**src/rtl/crop_pkg.sv**
```systemverilog
// ---------------------------------------------------------------------------
// crop_pkg
// Shared definitions for the crop / binning pixel pipeline.
//   PIXEL_BIT_WIDTH_DEF : default pixel width
//   cnt_w(n)            : counter/address width able to index 0..n-1 (min 1)
//   pair_w(pw)          : width of a horizontal 2-pixel sum
//   sum_w(pw)           : width of a full 2x2 block sum
// ---------------------------------------------------------------------------
package crop_pkg;

    localparam int PIXEL_BIT_WIDTH_DEF = 12;

    function automatic int cnt_w(input int n);
        return (n > 1) ? $clog2(n) : 1;
    endfunction

    function automatic int pair_w(input int pw);
        return pw + 1;
    endfunction

    function automatic int sum_w(input int pw);
        return pw + 2;
    endfunction

endpackage

```
**src/rtl/pixel_binner_2x2_if.sv**
```systemverilog
// ---------------------------------------------------------------------------
// pixel_binner_2x2_if
// Input and output pixel stream handshakes of the 2x2 binner.
//   pixel_in/in_valid/in_ready          : raster-order input stream
//   pixel_out/out_valid/out_ready/out_last : half-resolution output stream
// Modports: master = upstream/downstream environment, slave = the binner.
// ---------------------------------------------------------------------------
interface pixel_binner_2x2_if
    import crop_pkg::*;
#(
    parameter int PIXEL_BIT_WIDTH = PIXEL_BIT_WIDTH_DEF
);
    logic [PIXEL_BIT_WIDTH-1:0] pixel_in;
    logic                       in_valid;
    logic                       in_ready;
    logic [PIXEL_BIT_WIDTH-1:0] pixel_out;
    logic                       out_valid;
    logic                       out_ready;
    logic                       out_last;

    modport master (
        output pixel_in, in_valid, out_ready,
        input  in_ready, pixel_out, out_valid, out_last
    );

    modport slave (
        input  pixel_in, in_valid, out_ready,
        output in_ready, pixel_out, out_valid, out_last
    );
endinterface

```
**src/rtl/pixel_binner_2x2_line_buffer.sv**
```systemverilog
// ---------------------------------------------------------------------------
// line_buffer
// One-row store of horizontal pair sums. Registered write, combinational
// read. No reset: every entry is written on an even row before it is read.
//   clk     : clock
//   we_i    : write enable
//   waddr_i : write address
//   wdata_i : write data
//   raddr_i : read address
//   rdata_o : read data (combinational)
// ---------------------------------------------------------------------------
module line_buffer
    import crop_pkg::*;
#(
    parameter int DEPTH = 10,
    parameter int WIDTH = 13,
    localparam int AW   = cnt_w(DEPTH)
) (
    input  logic             clk,
    input  logic             we_i,
    input  logic [AW-1:0]    waddr_i,
    input  logic [WIDTH-1:0] wdata_i,
    input  logic [AW-1:0]    raddr_i,
    output logic [WIDTH-1:0] rdata_o
);
    logic [WIDTH-1:0] mem_q [DEPTH];

    always_ff @(posedge clk) begin
        if (we_i) begin
            mem_q[waddr_i] <= wdata_i;
        end
    end

    assign rdata_o = mem_q[raddr_i];
endmodule

```
**src/rtl/pixel_binner_2x2.sv**
```systemverilog
// ---------------------------------------------------------------------------
// pixel_binner_2x2
// Averages each non-overlapping 2x2 block of a raster-order stream and emits
// a half-resolution raster-order stream through a single-entry output reg.
//   clk   : clock, rising edge
//   reset : asynchronous, active-low
//   bus   : slave side of pixel_binner_2x2_if (input + output streams)
// ---------------------------------------------------------------------------
module pixel_binner_2x2
    import crop_pkg::*;
#(
    parameter int PIXEL_BIT_WIDTH = PIXEL_BIT_WIDTH_DEF,
    parameter int IN_ROWS         = 20,
    parameter int IN_COLS         = 20
) (
    input  logic                 clk,
    input  logic                 reset,
    pixel_binner_2x2_if.slave    bus
);
    localparam int XW    = cnt_w(IN_COLS);
    localparam int YW    = cnt_w(IN_ROWS);
    localparam int LB_D  = IN_COLS / 2;
    localparam int AW    = cnt_w(LB_D);
    localparam int PAW   = pair_w(PIXEL_BIT_WIDTH);
    localparam int SW    = sum_w(PIXEL_BIT_WIDTH);

    // Average of four pixels: plain truncating divide by 4, cannot overflow.
    function automatic logic [PIXEL_BIT_WIDTH-1:0] div4(input logic [SW-1:0] s);
        return s[SW-1:2];
    endfunction

    logic [XW-1:0]              x_q, x_d;
    logic [YW-1:0]              y_q, y_d;
    logic [PIXEL_BIT_WIDTH-1:0] h_q, h_d;
    logic [PIXEL_BIT_WIDTH-1:0] pix_q, pix_d;
    logic                       vld_q, vld_d;
    logic                       last_q, last_d;

    logic           accept;
    logic           x_last, y_last;
    logic           lb_we;
    logic           result;
    logic [AW-1:0]  lb_addr;
    logic [PAW-1:0] pair;
    logic [PAW-1:0] lb_rdata;
    logic [SW-1:0]  sum;

    // in_ready depends only on registered out_valid and out_ready.
    assign bus.in_ready  = !vld_q || bus.out_ready;
    assign bus.pixel_out = pix_q;
    assign bus.out_valid = vld_q;
    assign bus.out_last  = last_q;

    assign accept  = bus.in_valid && bus.in_ready;
    assign x_last  = (x_q == XW'(IN_COLS - 1));
    assign y_last  = (y_q == YW'(IN_ROWS - 1));
    assign lb_addr = AW'(x_q >> 1);
    assign pair    = PAW'(h_q) + PAW'(bus.pixel_in);
    assign sum     = SW'(lb_rdata) + SW'(pair);

    // Odd column closes a horizontal pair: even rows park it, odd rows finish the block.
    assign lb_we   = accept && x_q[0] && !y_q[0];
    assign result  = accept && x_q[0] &&  y_q[0];

    line_buffer #(
        .DEPTH (LB_D),
        .WIDTH (PAW)
    ) u_line_buffer (
        .clk     (clk),
        .we_i    (lb_we),
        .waddr_i (lb_addr),
        .wdata_i (pair),
        .raddr_i (lb_addr),
        .rdata_o (lb_rdata)
    );

    always_comb begin
        x_d    = x_q;
        y_d    = y_q;
        h_d    = h_q;
        pix_d  = pix_q;
        vld_d  = vld_q;
        last_d = last_q;

        if (accept) begin
            if (x_last) begin
                x_d = '0;
                y_d = y_last ? '0 : y_q + YW'(1);
            end else begin
                x_d = x_q + XW'(1);
            end
            if (!x_q[0]) begin
                h_d = bus.pixel_in;
            end
        end

        // A new result overwrites the register even if it is being drained now.
        if (result) begin
            pix_d  = div4(sum);
            vld_d  = 1'b1;
            last_d = x_last && y_last;
        end else if (vld_q && bus.out_ready) begin
            vld_d  = 1'b0;
            last_d = 1'b0;
        end
    end

    always_ff @(posedge clk or negedge reset) begin
        if (!reset) begin
            x_q    <= '0;
            y_q    <= '0;
            h_q    <= '0;
            pix_q  <= '0;
            vld_q  <= 1'b0;
            last_q <= 1'b0;
        end else begin
            x_q    <= x_d;
            y_q    <= y_d;
            h_q    <= h_d;
            pix_q  <= pix_d;
            vld_q  <= vld_d;
            last_q <= last_d;
        end
    end
endmodule

```
**src/flat_wrapper.sv**
```systemverilog
// flat-port wrapper written by rule: the top's interface ports become plain ports
module pixel_binner_2x2_flat import crop_pkg::*;
#(
    parameter int PIXEL_BIT_WIDTH = PIXEL_BIT_WIDTH_DEF,
    parameter int IN_ROWS         = 20,
    parameter int IN_COLS         = 20
)
  (clk, reset, bus_pixel_in, bus_in_valid, bus_out_ready, bus_in_ready, bus_pixel_out, bus_out_valid, bus_out_last);
  pixel_binner_2x2_if #(.PIXEL_BIT_WIDTH(PIXEL_BIT_WIDTH)) bus_i ();
  input  logic clk;
  input  logic reset;
  input wire logic [$bits(bus_i.pixel_in)-1:0] bus_pixel_in;
  input wire logic [$bits(bus_i.in_valid)-1:0] bus_in_valid;
  input wire logic [$bits(bus_i.out_ready)-1:0] bus_out_ready;
  output wire logic [$bits(bus_i.in_ready)-1:0] bus_in_ready;
  output wire logic [$bits(bus_i.pixel_out)-1:0] bus_pixel_out;
  output wire logic [$bits(bus_i.out_valid)-1:0] bus_out_valid;
  output wire logic [$bits(bus_i.out_last)-1:0] bus_out_last;
  assign bus_i.pixel_in = bus_pixel_in;
  assign bus_i.in_valid = bus_in_valid;
  assign bus_i.out_ready = bus_out_ready;
  assign bus_in_ready = bus_i.in_ready;
  assign bus_pixel_out = bus_i.pixel_out;
  assign bus_out_valid = bus_i.out_valid;
  assign bus_out_last = bus_i.out_last;
  pixel_binner_2x2 #(.PIXEL_BIT_WIDTH(PIXEL_BIT_WIDTH), .IN_ROWS(IN_ROWS), .IN_COLS(IN_COLS)) u_core (.clk(clk), .reset(reset), .bus(bus_i));
endmodule
```
**config.mk**
```make
export PLATFORM = sky130hd
export DESIGN_NAME = pixel_binner_2x2_flat
export DESIGN_NICKNAME = d
export VERILOG_FILES = /design/src/rtl/crop_pkg.sv /design/src/rtl/pixel_binner_2x2_if.sv /design/src/rtl/pixel_binner_2x2_line_buffer.sv /design/src/rtl/pixel_binner_2x2.sv /design/src/flat_wrapper.sv
export SDC_FILE = /design/constraint.sdc
export NUM_CORES = 1
export LEC_CHECK = 0
export BUFFER_PORTS_ARGS = -buffer_cell sky130_fd_sc_hd__buf_2
export CAP_MARGIN = 10
export CORE_ASPECT_RATIO = 0.6
export CORE_MARGIN = 2
export CORE_UTILIZATION = 55
export CTS_CLUSTER_DIAMETER = 200
export DETAILED_ROUTE_END_ITERATION = 8
export PLACE_DENSITY = 0.75
export SYNTH_ARGS = -nofsm -noshare
export SYNTH_HDL_FRONTEND = slang
export SYNTH_SLANG_ARGS = --single-unit
```
**constraint.sdc**
```tcl
create_clock -name clk -period 3.7 [get_ports clk]
set_clock_uncertainty 0.15 [all_clocks]
set_input_delay 0.37 -clock clk [delete_from_list [all_inputs] [get_ports clk]]
set_output_delay 0.37 -clock clk [all_outputs]
set_load 0.005 [all_outputs]
```
==> impl_summary.md <==
Place
The placed instances occupy a cell area of between 0.008 and 0.009 mm2. At the end of routability-driven placement, the weighted congestion stood at ~0.86. The number of buffer cells added on primary ports is 30. The wire-length estimate of the detail-placed layout is about 11 mm.

Drt
The detailed-routing iteration count for the pre-antenna-repair pass is 5. The count of nets left with antenna violations once routing finished came out at 0. The total via count after detailed routing is 4630. After detailed routing, the number of remaining DRC violations is 0. The final wirelength is roughly 16 mm. The routed wire length per instance is approximately 21 um. The first routing iteration left approximately 320 violations. In the routed layout, each cell is associated on average with a via count of 6.01.

GRT
The via count of the first global-routing pass is 4438. The total routing usage reported by global routing is 22.7%. The initial antenna violation count is 0.

The total grt overflow is 0. The first global-routing pass estimated around 24 mm of wire. Entering global routing, the biggest net connects 37 pins.

CTS
TritonCTS built the clock tree. The CTS clock-pin slew for the worst setup and hold paths is around 0.060 ns. The later-pin clock latency in the skew report is between 0.4 and 0.5 ns.

The number of clock buffers added by TritonCTS is 17. The maximum buffer depth of the clock tree is 2. CTS built an H-tree with a depth of 4. CTS saw roughly 170 sinks. The root cell of the clock tree is clkbuf_16.

Synthesis
The number of synthesized register bits is around 170. When the netlist entered floorplanning its net count stood at about 550. A synthesized cell averages roughly 15 um2. After synthesis, the share of flip-flops with an asynchronous set or reset is 21.7%. The distinct cell type count after synthesis is between 50 and 60. Yosys printed 0 warnings. The synthesized netlist cell count is approximately 500.

In the synthesized netlist the dominant register cell turns out to be edfxtp_1. The number of flops mapped to enable cells by yosys is 130. The post-synthesis instance area is about 0.0075 mm2. The sequential element share of the synthesized area is between 60% and 70%.

Worst setup path
The highest net fanout along the worst path is 4. For the worst setup path, the data required time is around 3.9 ns. The worst register-to-register path begins at u_core.h_q[0].

Counting cells, the worst reg-to-reg path comes to 14. The worst reg-to-reg setup slack is between 0.1 and 0.15 ns. The critical setup path kind is reg -> reg. The terminus of the critical flop-to-flop path is u_core.bus.pixel_out[8]. The worst setup path is launched from a register. The endpoint kind of the worst setup timing path is a register. Data arrives at the worst endpoint at 3.77 ns.

Timing
Setup violations remaining at the end of the flow were counted as 0. The peak clock frequency supported by timing is between 0.2 and 0.3 GHz. The final count of pins violating max slew is 0. In the final timing run, aggregate negative setup slack is 0 ns.

At the pin with the least slew margin, the transition time is between 1 and 1.5 ns. The worst slack on hold paths is 0.0510 ns. The routed design could run at a clock period as short as roughly 3.6 ns.

The worst path uses between 90% and 100% of the clock period. The worst slew margin relative to its limit is between 20% and 30%. The final number of hold-violating endpoints came to 0.

Final layout
Of the cells placed in the final design, the portion with a size suffix greater than 1 is 30.0%. Relative to the synthesized area, the layout overhead comes to 18.1%. The number of antenna cells inserted is 0. The finished cells cover 0.00888 mm2. At the end of the flow, the number of nets in the layout was around 630.

Power and ir drop
The analysis attributes to net switching a power of 0.00356 W. The power share of the clock group is 18.0%. Per report_power, the combinational group accounts for around half of the total. Sequential cells account for 31.7% of the total power. The worst-case IR drop observed on VDD is 0.000496 V. The internal power of the cells totals 0.00567 W.

Power spread over the standard cell area amounts to 1040 mW/mm2. The switching part of the total power is around 39%. The leakage power total is 3.33 nW.

Min path
In this run the most critical hold path is launched from bus_pixel_in[8]. The min-delay analysis places its worst path in the category in -> reg. Along the worst hold path, the cell count comes to 2. The endpoint with the worst hold slack is u_core.h_q[8].

Floorplanning
The die area is approximately 0.015 mm2. The chip width is ~150 um. 31 I/O pins were placed.

For this configuration, the core starts out at a cell density of 55.7%. The number of core rows is 33. From bottom edge to top edge, the die measures about 95 um. The placeable core area is between 0.01 and 0.015 mm2.

Outcome
The flow ran to the end, and the final reports show no timing, DRC or antenna violations.

Run
The tool flagged a number of max-cap violations equal to 0.
per-stage QoR:
step | std cells | setup slack [ns] | utilization, % | total power, W
after floorplan | 502 | 0.0420 | - | 0.00572
after CTS | 765 | 0.0135 | 65.0 | 0.00905
after global routing | 771 | -0.0187 | 65.8 | 0.00974
after global placement | 732 | -0.0583 | 60.8 | 0.00718
after detailed placement | 732 | -0.179 | 60.8 | 0.00735
final | 771 | 0.113 | 65.8 | 0.00923
kinds of logic (layout without fill, tap and decap cells):
logic type	Yosys count	in the layout	share of synthesized area, %
mux	53	53	11.5
xor+xnor	22	22	2.56
fa+ha+maj	28	28	4.76
simple gates	103	103	6.93
buf+inv	31	125	1.72
flops	166	166	63.9
compound gates	99	99	8.61
synthesized netlist by cell type, drive strengths merged (2+ instances only):
cell | instances | area, um2
nor3 | 10 | 50.1
nand3b | 3 | 22.5
o31ai | 3 | 22.5
xor2 | 8 | 70.1
nand3 | 7 | 35.0
mux2 | 16 | 180
nand2b | 6 | 37.5
o21bai | 3 | 22.5
mux4 | 25 | 563
a32oi | 2 | 25.0
o211ai | 6 | 45.0
clkbuf | 16 | 60.1
a31oi | 3 | 18.8
o21ai | 19 | 95.1
nand2 | 30 | 113
and2 | 2 | 12.5
nand4b | 2 | 17.5
o21a | 2 | 15.0
a21oi | 29 | 149
xnor2 | 14 | 123
nand4 | 3 | 18.8
a311oi | 2 | 23.8
edfxtp | 130 | 3900
nor2b | 15 | 93.8
mux2i | 12 | 120
a211oi | 13 | 97.6
ha | 27 | 338
nor4 | 2 | 12.5
dfrtp | 36 | 901
a21o | 11 | 82.6
nor2 | 18 | 67.6
inv | 8 | 30.0
buf | 7 | 38.8
power groups by stage:
stage	logic, W	clock network, W	registers [W]
2_1_floorplan	0.00286	0	0.00286
3_3_place_gp	0.00422	0	0.00296
3_5_place_dp	0.00437	0	0.00298
4_1_cts	0.00442	0.00168	0.00294
5_1_grt	0.00503	0.00176	0.00295
6_report	0.00465	0.00166	0.00293
placed cells by master, fill, tap and decap left out, drive strengths merged, types with 3 or more instances in the layout:
master  Yosys  routed
edfxtp    130     130
buf         7      84
dfrtp      36      36
nand2      30      30
a21oi      29      29
ha         27      27
mux4       25      25
o21ai      19      19
nor2       18      18
clkbuf     16      18
mux2       16      16
nor2b      15      15
xnor2      14      14
a211oi     13      13
mux2i      12      12
inv         8      12
a21o       11      11
nor3       10      10
xor2        8       8
nand3       7       7
clkinv      0       7
nand2b      6       6
o211ai      6       6
nand4       3       3
o31ai       3       3
o21bai      3       3
nand3b      3       3
a31oi       3       3
worst max-delay path by stage:
| stage | from | end | slack, ns | cells past startpoint |
|---|---|---|---|---|
| after floorplan | u_core.x_q[1] | u_core.bus.pixel_out[8] | 0.04 | 14 |
| after global placement | bus_pixel_in[0] | u_core.bus.pixel_out[10] | -0.06 | 17 |
| after detailed placement | bus_pixel_in[0] | u_core.bus.pixel_out[10] | -0.18 | 17 |
| after CTS | u_core.h_q[0] | u_core.bus.pixel_out[8] | 0.01 | 14 |
| after global routing | u_core.h_q[0] | u_core.bus.pixel_out[10] | -0.02 | 16 |
| final | u_core.h_q[0] | u_core.bus.pixel_out[8] | 0.11 | 14 |
layer usage:
layer / track usage, % / vias to the layer above / share of wire [%]
li1: - / 2117 / -
met1: 33.9 / 2342 / 47
met2: 33.3 / 161 / 45
met3: 6.24 / 10 / 7.7
met4: 5.94 / 0 / 0.73
met5: 0 / - / 0
what timing repair did:
item / 4_1_cts / 5_1_grt
hold endpoints to repair: 36 / 0
setup buffers: 0 / 6
gates resized for setup: 1 / 13
endpoints found under the setup margin: 2 / 5
hold buffers: 1 / 0
pin swaps: 1 / 11
state kept, by name (all words and copies together) (netlist names):
name / cells
u_core.bus.out_last: 1
u_core.y_q: 5
u_core.h_q: 12
u_core.u_line_buffer.mem_q: 130
u_core.x_q: 5
u_core.bus.pixel_out: 12
u_core.bus.out_valid: 1
critical path: stages, from the launching register on:
cell	delay [ns]
dfrtp_1	0.38
ha_2	0.19
fa_2	0.33
a21o_1	0.21
a21oi_2	0.19
o21bai_1	0.10
a21oi_2	0.16
buf_4	0.13
xnor2_1	0.28
ha_1	0.36
a21o_1	0.18
a41o_1	0.23
a21oi_2	0.21
and3b_1	0.22
o211ai_1	0.18
cell type report:
cell class	count	area [um2]
Timing Repair Buffer	85	582
Sequential cell	166	4810
Multi-Input combinational cell	305	2680
Inverter	8	30.0
Tap cell	175	219
Clock buffer	18	429
Fill cell	922	4620
Clock inverter	14	126
Power figures use the tool's default switching activity.
